### src/rtl/reg_file_mp.sv
// reg_file_mp: multi-port integer register file with a per-register busy
// scoreboard for RAW/WAW interlock in decode.
//   - NRD combinational read ports, two write ports (0 = ALU, 1 = load/late).
//   - Register 0 reads as zero; writes and issues to it are dropped.
//   - Optional same-cycle write-to-read bypass, enabled by defining the
//     macro REGFILE_BYPASS_EN (default build: no bypass).
//
// Interface timing: we0/we1 and iss_valid are single-cycle strobes sampled
// on the rising clock edge. There is no backpressure; an asserted strobe
// always takes effect on that edge unless rst is high.
module reg_file_mp #(
  parameter int XLEN = 32,
  parameter int NREG = 32,
  parameter int NRD  = 2,
  localparam int AW  = $clog2(NREG)
) (
  input  logic                clk,
  input  logic                rst,
  input  logic [NRD*AW-1:0]   rs_flat,
  output logic [NRD*XLEN-1:0] rd_flat,
  output logic [NRD-1:0]      rbusy,
  input  logic                we0,
  input  logic [AW-1:0]       wr0,
  input  logic [XLEN-1:0]     wd0,
  input  logic                we1,
  input  logic [AW-1:0]       wr1,
  input  logic [XLEN-1:0]     wd1,
  input  logic                iss_valid,
  input  logic [AW-1:0]       iss_rd,
  output logic                iss_waw,
  output logic [AW:0]         busy_cnt
);

  logic [XLEN-1:0] regs_q [NREG];
  logic [XLEN-1:0] regs_d [NREG];
  logic [NREG-1:0] busy_q, busy_d;
  logic [AW:0]     busy_cnt_q, busy_cnt_d;
  logic [AW:0]     set_n, clr_n;

  // Strobes qualified so that index 0 never takes part.
  logic w0_act, w1_act, iss_act;
  assign w0_act  = we0 && (wr0 != '0);
  assign w1_act  = we1 && (wr1 != '0);
  assign iss_act = iss_valid && (iss_rd != '0);

  // Next register contents: port 1 is applied last so it wins a collision.
  always_comb begin
    for (int r = 0; r < NREG; r++) begin
      regs_d[r] = regs_q[r];
      if (w0_act && (wr0 == AW'(r))) regs_d[r] = wd0;
      if (w1_act && (wr1 == AW'(r))) regs_d[r] = wd1;
    end
    regs_d[0] = '0;
  end

  // Next busy bits: writeback clears, issue sets last so a new producer wins.
  always_comb begin
    for (int r = 0; r < NREG; r++) begin
      busy_d[r] = busy_q[r];
      if (w0_act && (wr0 == AW'(r))) busy_d[r] = 1'b0;
      if (w1_act && (wr1 == AW'(r))) busy_d[r] = 1'b0;
      if (iss_act && (iss_rd == AW'(r))) busy_d[r] = 1'b1;
    end
    busy_d[0] = 1'b0;
  end

  // Busy count tracks popcount incrementally from bits that rise and fall.
  always_comb begin
    set_n = '0;
    clr_n = '0;
    for (int r = 0; r < NREG; r++) begin
      set_n = set_n + (AW+1)'(busy_d[r] & ~busy_q[r]);
      clr_n = clr_n + (AW+1)'(busy_q[r] & ~busy_d[r]);
    end
    busy_cnt_d = busy_cnt_q + set_n - clr_n;
  end

  // State registers; reset wipes data, scoreboard and count immediately.
  always_ff @(posedge clk or posedge rst) begin
    if (rst) begin
      for (int r = 0; r < NREG; r++) regs_q[r] <= '0;
      busy_q     <= '0;
      busy_cnt_q <= '0;
    end else begin
      for (int r = 0; r < NREG; r++) regs_q[r] <= regs_d[r];
      busy_q     <= busy_d;
      busy_cnt_q <= busy_cnt_d;
    end
  end

  assign busy_cnt = busy_cnt_q;
  assign iss_waw  = iss_act && busy_q[iss_rd];

  for (genvar g = 0; g < NRD; g++) begin : g_rd
    logic [AW-1:0]   idx;
    logic [XLEN-1:0] data;
    logic            bsy;

    assign idx = rs_flat[g*AW +: AW];

    // Read port: stored value, optionally overridden by a same-cycle write.
    always_comb begin
      data = regs_q[idx];
      bsy  = busy_q[idx];
`ifdef REGFILE_BYPASS_EN
      if (w1_act && (wr1 == idx)) begin
        data = wd1;
        bsy  = iss_act && (iss_rd == idx);
      end else if (w0_act && (wr0 == idx)) begin
        data = wd0;
        bsy  = iss_act && (iss_rd == idx);
      end
`endif
      if (idx == '0) begin
        data = '0;
        bsy  = 1'b0;
      end
    end

    assign rd_flat[g*XLEN +: XLEN] = data;
    assign rbusy[g]                = bsy;
  end

endmodule

### config.mk
export PLATFORM = sky130hd
export DESIGN_NAME = reg_file_mp
export DESIGN_NICKNAME = d
export VERILOG_FILES = /design/src/rtl/reg_file_mp.sv
export SDC_FILE = /design/constraint.sdc
export NUM_CORES = 2
export LEC_CHECK = 0
export CAP_MARGIN = 15
export CORE_MARGIN = 2
export CORE_UTILIZATION = 35
export DETAILED_ROUTE_END_ITERATION = 10
export PLACE_DENSITY = 0.64
export SLEW_MARGIN = 20
export SYNTH_ARGS = -nofsm -noshare
export SYNTH_HDL_FRONTEND = slang
export SYNTH_SLANG_ARGS = --single-unit
export TNS_END_PERCENT = 100
### constraint.sdc
create_clock -name clk -period 36.8 [get_ports clk]
set_clock_uncertainty 0.2 [all_clocks]
set_input_delay 5.52 -clock clk [delete_from_list [all_inputs] [get_ports clk]]
set_output_delay 5.52 -clock clk [all_outputs]
set_load 0.02 [all_outputs]
Word level (Yosys, flattened, before mapping)
Cells that the tools add are included. Widths: inputs -> output; s select.

Word-level logic and storage cells: 623. Bits in registers: 1029. Output and inout port bits: 73.

Equal/unequal tests: 93. Add/sub/neg operators: 62. Bitwise logic cells: 126. Multiplexer cells: 171. Order comparisons: 5. Reduce and logical (&&, ||, !) cells: 133.

Operator list (number): $mux 32 (68); $and 1x6->6 (62); $not 1->6 (62); $add 6x6->6 (61); $bmux 32 s5 (2); $eq 5x5->1 const B (48); $eq 5x4->1 const B (24); $mux 1 (98); $logic_and 1x1->1 (97); $reduce_bool 2->1 (31); $eq 5x3->1 const B (12); $eq 5x2->1 const B (6); $lt 5x6->1 const B (3); $bmux 1 s5 (3); $eq 5x1->1 const B (3); $reduce_bool 5->1 (3); $ge 6x6->1 const B (2); $not 5->6 (2); $logic_not 5->1 (2); $sub 6x6->6 (1).

Longest topological paths before layout
Depth in word-level cells: 39. Mapped depth: 27. Gate-level depth less buffers: 25.

Worst setup path after synthesis
Ideal clock, no wire load.

Path type: input to output. From: input port rs_flat[5]. To: output port rd_flat[47]. Path slack: 23851 ps. Data arrival time: 7229 ps. Data required time: 31080 ps. Stages on the path: 9. Path through: buf_4 buf_6 buf_6 buf_6 buf_2 a221oi_1 nor3_1 a211oi_1 a221oi_1.

Word-level cells in the longest chain between the ends: 5. Elaborated cells on any way between the ends: 6. Classes of those cells: mux: 4; bitwise: 1; reduce/logical: 1.

RTL lines: start, declared (RTL line 19) `input logic [NRD*AW-1:0] rs_flat,`; $not 5->6 (not written as such) (RTL line 103) `data = regs_q[idx];`; $bmux 32 s5 (RTL line 103); $mux 32 (not written as such) (2 in a row) (RTL line 103); $mux 32 (*) (RTL line 114) `if (idx == '0) begin`; end, declared (RTL line 20) `output logic [NRD*XLEN-1:0] rd_flat,`.

Mark *: on every way between the ends. The rest lies on a longest branch, timed or not. The select of a mux whose other input is x is not followed.

Worst setup path in the final report
From: input port rs_flat[1]. To: output port rd_flat[15].

The elaborated chain is that of the path after synthesis.

==> impl_metrics.env <==
export IMPL_outcome="finished clean"
export IMPL_drive_gt1_frac=0.160
export IMPL_cts_tree="yes"
export IMPL_min_period_ps=16610
export IMPL_syn_num_nets=6554
export IMPL_maxSlewHeadroom=0.138
export IMPL_slew_violations=0
export IMPL_hold_path_class="reg2reg"
export IMPL_io_buffers=166
export IMPL_first_pass_iters=6
export IMPL_async_flop_share=1.00
export IMPL_fmax_ghz=0.0602
export IMPL_finalCritPeriodShare=0.451
export IMPL_fp_coreArea_um2=190000
export IMPL_drc=0
export IMPL_synth_common_cells="1190 x mux2i_1, 1029 x dfrtp_1, 690 x nor2_1"
export IMPL_cp_start_kind="input port"
export IMPL_gp_congestion=0.948
export IMPL_setup_tns_ps=0
export IMPL_first_global_vias=53292
export IMPL_worst_slew_pin_slew_ps=1290
export IMPL_clk_pin_slew_ps=70
export IMPL_reg2reg_slack_ps=30290
export IMPL_grt_max_degree=138
export IMPL_root_buffer="clkbuf_16"
export IMPL_grt_usage=0.268
export IMPL_synth_top_cell_by_area="dfrtp_1"
export IMPL_hold_slack_ps=314
export IMPL_arrival_ps=10890
export IMPL_cp_end_kind="output port"
export IMPL_synth_area_mux_share=0.342
export IMPL_start_util=0.352
export IMPL_synth_edf_count=0
export IMPL_maxCapViolations=0
export IMPL_die_h_um=441
export IMPL_ys_top_cells_by_area="dfrtp_1 39%, mux2i_1 18%, mux4_2 15%"
export IMPL_wl_per_cell_um=30.6
export IMPL_hpwl_um=152000
export IMPL_post_dp_cell_area_um2=70100
export IMPL_synth_top_family_by_area="multiplexers"
export IMPL_cts_resized=0
export IMPL_cts_max_level=3
export IMPL_die_x_um=441
export IMPL_yosysWarnings=0
export IMPL_setup_viol_count_final=0
export IMPL_netlist_area_um2=66800
export IMPL_nNetsFinal=6252
export IMPL_cts_buffers=103
export IMPL_power_density_nw_per_um2=56.1
export IMPL_cts_hold_buf=0
export IMPL_routed_wl_um=267000
export IMPL_vias=54666
export IMPL_grt_overflow=0
export IMPL_synthXorXnorAreaFrac=0.000786
export IMPL_cts_num_sinks=1029
export IMPL_crit_type="in2out"
export IMPL_syn_to_final_growth_pct=10.3
export IMPL_synth_distinct_cells=50
export IMPL_yosysMostFrequentCell="mux2i_1"
export IMPL_antenna_found_initial=35
export IMPL_die_area_um2=194000
export IMPL_synth_seq_cells=1029
export IMPL_synthSimpleGateAreaFrac=0.0881
export IMPL_vias_per_cell=6.28
export IMPL_final_hold_violation_count=0
export IMPL_cts_setup_buffers=0
export IMPL_synth_seq_area_share=0.385
export IMPL_synthCells=6391
export IMPL_cp_required_ps=31080
export IMPL_synthAdderAreaFrac=0.0192
export IMPL_leakagePower_uw=0.0314
export IMPL_clockBufferDepth=3
export IMPL_syn_area_per_cell_um2=10.5
export IMPL_rows=160
export IMPL_synth_ff_type="dfrtp_1"
export IMPL_rsz0062_at_grt="no"
export IMPL_worstSkewPairLatency_ps=730
export IMPL_grt_pass1_wl_um=383000
export IMPL_antenna_left=0
export IMPL_peakVddDrop_mv=0.0770
export IMPL_ios=167
export IMPL_synth_compound_area_frac=0.109
export IMPL_synth_top_cell_area_share=0.385
export IMPL_path_max_fanout=61
export IMPL_design_area_um2=73700
export IMPL_drt_initial_drc_count=7400
export IMPL_nFillCells=18074
-- critical path, cell delays in order --
cell             delay [ps]
buf_8                   290
buf_4                   740
buf_4                   720
buf_4                   900
mux2_2                  410
a221oi_1                260
nor3_1                   90
a211oi_1                860
a221oi_1                280
clkdlybuf4s50_1         650
-- state kept, by name, summed over array words and instances (netlist names) --
register  flops
regs_q      992
busy_q       31
busy_cnt      6
-- worst paths after layout --
path / start / endpoint / depth (start not counted)
worst max register to register: busy_q[8]$_DFF_PP0_ / busy_cnt[4]$_DFF_PP0_ / 21
worst max-delay path: rs_flat[1] / rd_flat[15] / 10
min in group asynchronous: rst / busy_q[29]$_DFF_PP0_ / 2
max in group asynchronous: rst / regs_q[240]$_DFFE_PP0P_ / 5
worst min-delay path: regs_q[492]$_DFFE_PP0P_ / regs_q[492]$_DFFE_PP0P_ / 2
worst min register to register: regs_q[492]$_DFFE_PP0P_ / regs_q[492]$_DFFE_PP0P_ / 2
-- through the flow --
step                 util  power, µW  cells  worst slack, ps
floorplan               -       2570   6391             2120
global placement    0.369       2900   8492            20660
detailed placement  0.369       2950   8494            20700
CTS                 0.388       4110   8684            20700
global route        0.388       4320   8702            20200
finish              0.388       4140   8706            20190
-- area by class of cell --
cell class,instances,area [µm²],area share
clock inverters,44,592,0.00803
multi-input cells,4527,37900,0.514
clock buffers,146,3040,0.0413
diodes,21,52.6,0.000713
repair buffers,329,2850,0.0387
inverters,99,384,0.00521
flip-flops and latches,1029,25700,0.349
well taps,2511,3140,0.0426
-- where the power goes --
part           internal (µW)  total (µW)  switching [µW]  leakage (µW)
registers               1450        1710             262        0.0123
logic                    634        1260             631        0.0173
clock network            666        1170             500       0.00178
-- routing by layer --
layer  vias to the layer above  share of wire  global-route usage
li1                      22494              -                   -
met1                     27290           0.35               0.323
met2                      3750           0.45               0.408
met3                      1112           0.10              0.0641
met4                        20          0.095               0.222
met5                         -        0.00051                   0
-- layout by cell type, fill, tap and decap left out, drive strengths merged, types with 5 or more instances in the layout --
| cell type | instances |
|---|---|
| clkinvlp | 7 |
| nand4 | 7 |
| nand3b | 5 |
| a211oi | 67 |
| and3 | 17 |
| o21ai | 403 |
| inv | 100 |
| xnor2 | 6 |
| a21oi | 681 |
| clkdlybuf4s50 | 135 |
| nand3 | 35 |
| nor3 | 81 |
| mux2 | 103 |
| mux4 | 436 |
| nor2 | 690 |
| a221oi | 125 |
| diode | 21 |
| clkbuf | 149 |
| a22o | 8 |
| bufinv | 13 |
| buf | 191 |
| fa | 56 |
| or2 | 8 |
| clkinv | 23 |
| nand2 | 455 |
| nand2b | 12 |
| nor2b | 83 |
| nor3b | 6 |
| and2 | 7 |
| ha | 13 |
| o21bai | 8 |
| mux2i | 1190 |
| dfrtp | 1029 |
-- logic make-up after synthesis --
kind of cell / after synthesis
simple gates: 1411
buf+inv: 835
mux: 1729
xor+xnor: 6
flops: 1029
fa+ha+maj: 69
compound gates: 1312
(Power assumes the default switching activity.)
